==> src/rtl/demux_grant_arbiter.sv <==
// demux_grant_arbiter: round-robin arbiter and sequencer for the shared
// nbit_demux steering path. It grants one requester at a time and holds the
// grant until Done, until the request drops, or until the hold limit expires.
module demux_grant_arbiter #(
  parameter int SELECT_WIDTH = 4,
  parameter int HOLD_LIMIT   = 16
) (
  input  logic                         Clk,
  input  logic                         Reset_n,
  input  logic [2**SELECT_WIDTH-1:0]   Req,
  input  logic                         Done,
  output logic [SELECT_WIDTH-1:0]      DeMuxSel,
  output logic                         DeMuxEn,
  output logic [2**SELECT_WIDTH-1:0]   Grant,
  output logic                         Busy,
  output logic                         Timeout
);

  localparam int N  = 2**SELECT_WIDTH;
  localparam int HW = (HOLD_LIMIT > 0) ? $clog2(HOLD_LIMIT + 1) : 1;

  typedef enum logic [1:0] {
    stIdle,
    stGrant,
    stRelease
  } stateT;

  stateT                   state, stateNext;
  logic [SELECT_WIDTH-1:0] ptrQ, ptrNext;
  logic [SELECT_WIDTH-1:0] selNext;
  logic [HW-1:0]           holdQ, holdNext;
  logic                    flagQ, flagNext;
  logic                    enNext, busyNext, timeoutNext;
  logic [N-1:0]            grantNext;
  logic                    found;
  logic [SELECT_WIDTH-1:0] pick, idx;

  // Register state, internal counters and every output.
  always_ff @(posedge Clk) begin
    if (!Reset_n) begin
      state    <= stIdle;
      ptrQ     <= '0;
      holdQ    <= '0;
      flagQ    <= 1'b0;
      DeMuxSel <= '0;
      DeMuxEn  <= 1'b0;
      Grant    <= '0;
      Busy     <= 1'b0;
      Timeout  <= 1'b0;
    end else begin
      state    <= stateNext;
      ptrQ     <= ptrNext;
      holdQ    <= holdNext;
      flagQ    <= flagNext;
      DeMuxSel <= selNext;
      DeMuxEn  <= enNext;
      Grant    <= grantNext;
      Busy     <= busyNext;
      Timeout  <= timeoutNext;
    end
  end

  // Round-robin search: first requester at or after ptrQ, wrapping modulo N.
  always_comb begin
    found = 1'b0;
    pick  = ptrQ;
    idx   = '0;
    for (int unsigned i = 0; i < N; i++) begin
      idx = ptrQ + SELECT_WIDTH'(i);
      if (!found && Req[idx]) begin
        found = 1'b1;
        pick  = idx;
      end
    end
  end

  // Next-state logic; outputs are derived from the next state so they register cleanly.
  always_comb begin
    stateNext = state;
    ptrNext   = ptrQ;
    selNext   = DeMuxSel;
    holdNext  = holdQ;
    flagNext  = flagQ;
    case (state)
      stIdle: begin
        if (found) begin
          selNext   = pick;
          holdNext  = '0;
          flagNext  = 1'b0;
          stateNext = stGrant;
        end
      end
      stGrant: begin
        if (Done) begin
          flagNext  = 1'b0;
          stateNext = stRelease;
        end else if (!Req[DeMuxSel]) begin
          flagNext  = 1'b0;
          stateNext = stRelease;
        end else if ((HOLD_LIMIT != 0) && (holdQ == HW'(HOLD_LIMIT - 1))) begin
          flagNext  = 1'b1;
          stateNext = stRelease;
        end else if (holdQ != '1) begin
          holdNext  = holdQ + 1'b1;
        end
      end
      stRelease: begin
        ptrNext   = DeMuxSel + 1'b1;
        stateNext = stIdle;
      end
      default: stateNext = stIdle;
    endcase
    enNext      = (stateNext == stGrant);
    grantNext   = enNext ? (N'(1) << selNext) : '0;
    busyNext    = (stateNext != stIdle);
    timeoutNext = (stateNext == stRelease) && flagNext;
  end

endmodule

==> config.mk <==
export PLATFORM = sky130hd
export DESIGN_NAME = demux_grant_arbiter
export DESIGN_NICKNAME = d
export VERILOG_FILES = /design/src/rtl/demux_grant_arbiter.sv
export SDC_FILE = /design/constraint.sdc
export NUM_CORES = 1
export LEC_CHECK = 0
export CAP_MARGIN = 10
export CORE_MARGIN = 8
export CORE_UTILIZATION = 35
export DETAILED_ROUTE_END_ITERATION = 16
export MAX_ROUTING_LAYER = met4
export PLACE_DENSITY = 0.55
export RECOVER_POWER = 25
export SLEW_MARGIN = 15
export SYNTH_ARGS = -nofsm -noshare
export SYNTH_HDL_FRONTEND = slang
export SYNTH_SLANG_ARGS = --single-unit
==> constraint.sdc <==
create_clock -name Clk -period 5.75 [get_ports Clk]
set_input_delay 0.8625 -clock Clk [delete_from_list [all_inputs] [get_ports Clk]]
set_output_delay 0.8625 -clock Clk [all_outputs]
set_load 0.02 [all_outputs]
==> metrics.cfg <==
[setup_path]
critPathKind=reg2reg
slowest_delay_ns=0.73
crit_buf_inv=1
arrival_ns=4.92
endpoint_kind=register
cp_slowest_cell=ha_1
path_cells=inv_2 > ha_1 > mux4_2 > mux2i_1 > mux2i_1 > or3_1 > nor4b_2 > o21ai_1 > and2_1 > xnor2_1 > o22a_2 > nor4b_2
critPathRequiredTime_ns=5.93
path_max_fanout=13
start_kind=register
cpLargestDelayFamily=simple AND/OR/NAND/NOR gates

[pwr]
power.density_nw_per_um2=293.4
power.share.combinational_pct=59.6
ir_drop_v=0.0001485
clockPowerShare_pct=19.5
total_power_mw=1.429
power.leakage_nw=1.723
switchingPower_mw=0.6320
p_int_mw=0.7970
power_frac_seq_pct=20.8
p_sw_share_pct=44.22

[yosys]
ys_seq_area_share_pct=16.57
syn_area_sq_um=4229
synth_top_area_share_pct=16.57
synth_area_leader_cell=dfxtp_1
synth-seq-cells=35
synth_enable_flop_cells=0
syn_avg_cell_area_sq_um=9.546
synth_flop_cell=dfxtp_1
yosysUniqueCellTypes=83
synth.net_count=473
synth_area_leaders=dfxtp_1, mux4_2, mux2i_1, mux4_1, nor2_1
yosysWarnings=0
async_flop_share_pct=0
synth_cells=443

[run]
maxCapViolCount=0

[final_layout]
layout.nets=508
num_antenna_cells=0
syn_to_final_growth_pct=15.18
drive_gt1_share_pct=17.12
fin_area_sq_um=4871

[sta]
hold_violations=0
setup_tns_ns=0
fin_skew_ns=0.004064
min_period_over_period_pct=82.46
worst_slew_pin_slew_ns=0.8757
finalCriticalPeriod_ns=4.742
slew_viol_final=0
worst_slack_ns=1.008
relSlewSlack_pct=39.95
fmax_mhz=210.9
grt_setup_unrepaired=false
setup_viol=0

[cts]
post_cts_buffers=0
cts.sinks=35
clk_path_buf_depth=2
cts_buffers=5
path_clk_slew_ns=0.05
cts_htree_levels=2
cts_hold_buf=0
cts_resized=0
cts_tree=built
cts_root_buf=clkbuf_16
clk_latency_ns=0.27

[placement]
globalplace.congestion=0.9744
hpwlAfterDp_microns=10060
io_buffers=41
pre_cts_slack_ns=0.7712
dpl_cell_area_sq_um=4715

[drt]
drc=0
ant_nets=0
wl_per_cell_microns=20.87
viasPerCell=6.268
first_pass_iters=4
drtIter0Drc=192
drt-total-wl_microns=13070
vias=3924

[grt]
overflow=0
grt_use_total_pct=16.46
grt_max_degree=38
antenna_found_initial=0
grt_pass1_wl_microns=20780
grt_pass1_vias=3813

[floorplan]
io_pins=42
die_h_microns=125.9
die_area_sq_um=15860
core_sq_um=11910
initial_core_util_pct=35.50
rows=40
die_w_microns=125.9

[worst_hold_path]
min_path_type=reg2reg

[status]
status=finished clean

==> power groups by stage <==
stage               registers (mW)  logic [mW]  clock network, mW
floorplan                    0.310       0.614                  0
global placement             0.304       0.842                  0
detailed placement           0.305       0.839                  0
CTS                          0.300       0.845              0.284
global route                 0.303       0.917              0.296
finish                       0.298       0.852              0.279
==> layout make-up <==
class                   count  area, sq um
multi-input cells         372         3292
repair buffers             52        493.0
inverters                  12        45.04
flip-flops and latches     35        700.7
well taps                 147        183.9
clock buffers               8        156.4
fillers                  1187         7041
==> per-layer routing <==
layer | GRT usage, % | part of all wire [%] | wire length (microns)
met5 | - | 0 | 0
met4 | 4.034 | 1.8 | 236
met3 | 1.941 | 4.1 | 539
met2 | 26.02 | 47 | 6135
met1 | 21.94 | 47 | 6155
==> stage by stage <==
stage | hold WS (ns) | cells | util (%)
2_1_floorplan | 0.4603 | 443 | -
3_3_place_gp | 0.4913 | 618 | 39.58
3_5_place_dp | 0.4965 | 618 | 39.58
4_1_cts | 0.5132 | 626 | 40.89
5_1_grt | 0.5377 | 626 | 40.89
6_report | 0.5043 | 626 | 40.89
==> cell usage after synthesis, types with 3 or more instances <==
| cell | instances |
|---|---|
| buf_2 | 8 |
| nor2b_1 | 6 |
| nor2_1 | 43 |
| mux2i_1 | 41 |
| nor4_1 | 11 |
| nand2_1 | 26 |
| o21ai_0 | 14 |
| and2_1 | 6 |
| clkbuf_8 | 6 |
| o211ai_1 | 8 |
| a21oi_1 | 19 |
| inv_1 | 9 |
| o22ai_1 | 6 |
| mux4_1 | 10 |
| mux2_2 | 9 |
| xor2_1 | 7 |
| o31ai_1 | 4 |
| nand2b_1 | 6 |
| a221oi_1 | 3 |
| nor3_1 | 10 |
| dfxtp_1 | 35 |
| nand3_1 | 5 |
| and4_1 | 3 |
| nor4_2 | 3 |
| clkbuf_1 | 7 |
| o21bai_1 | 3 |
| o221ai_1 | 3 |
| nor4b_2 | 4 |
| mux4_2 | 23 |
| ha_1 | 11 |
| a211oi_1 | 9 |
| xnor2_1 | 11 |
| or3_1 | 5 |
| or2_2 | 3 |
| a22oi_1 | 3 |
| and3_2 | 4 |
==> worst paths after layout <==
path | startpoint | end | slack [ns] | depth (start not counted)
worst min register to register | holdQ[3]$_SDFFE_PN0P_ | holdQ[3]$_SDFFE_PN0P_ | 0.50 | 2
worst max-delay path | ptrQ[0]$_SDFFE_PN0N_ | Grant[0]$_SDFF_PP0_ | 1.01 | 12
worst max register to register | ptrQ[0]$_SDFFE_PN0N_ | Grant[0]$_SDFF_PP0_ | 1.01 | 12
worst min-delay path | holdQ[3]$_SDFFE_PN0P_ | holdQ[3]$_SDFFE_PN0P_ | 0.50 | 2
==> registers in the layout (all words and copies together), names as in the netlist <==
register,count
Busy,1
DeMuxEn,1
DeMuxSel,4
Grant,16
Timeout,1
flagQ,1
holdQ,5
ptrQ,4
state,2
==> tightest hold or removal path, stage by stage, from the launching register on <==
cell and delay (ns):
dfxtp_1 0.33, xor2_1 0.07, nor2_1 0.07
==> cells by family (layout without fill, tap and decap cells) <==
kind of cell,Yosys count,in the layout,share of synthesized area [%]
AO/OA/AOI/OAI,104,104,18.34
XOR/XNOR,18,18,3.728
adder cells (fa/ha/maj),11,11,3.254
buffers and inverters,36,72,5.592
flip-flops,35,35,16.57
multiplexers,83,83,30.56
AND/OR/NAND/NOR,156,156,21.95
==> layout by cell type, fill, tap and decap left out, types with 3 or more instances in the layout <==
master	Yosys	routed
nor4_2	3	3
and2_1	6	6
o21bai_1	3	3
nor2_1	43	43
xor2_1	7	7
or2_2	3	3
dlygate4sd3_1	0	14
xnor2_1	11	11
o22ai_1	6	6
clkdlybuf4s50_1	0	27
and4_1	3	3
inv_1	9	9
nor2b_1	6	6
clkbuf_16	0	5
mux2_2	9	9
o211ai_1	8	8
ha_1	11	11
a21oi_1	19	19
or3_1	5	5
nor4_1	11	11
nor3_1	10	10
nor4b_2	4	4
nand2_1	26	26
a221oi_1	3	3
a211oi_1	9	9
nand3_1	5	5
a22oi_1	3	3
o221ai_1	3	3
mux4_1	10	10
nand2b_1	6	6
o31ai_1	4	4
mux4_2	23	23
mux2i_1	41	41
buf_4	0	11
and3_2	4	4
o21ai_0	14	14
dfxtp_1	35	35
Note: power is estimated with default switching activity, not from simulation.
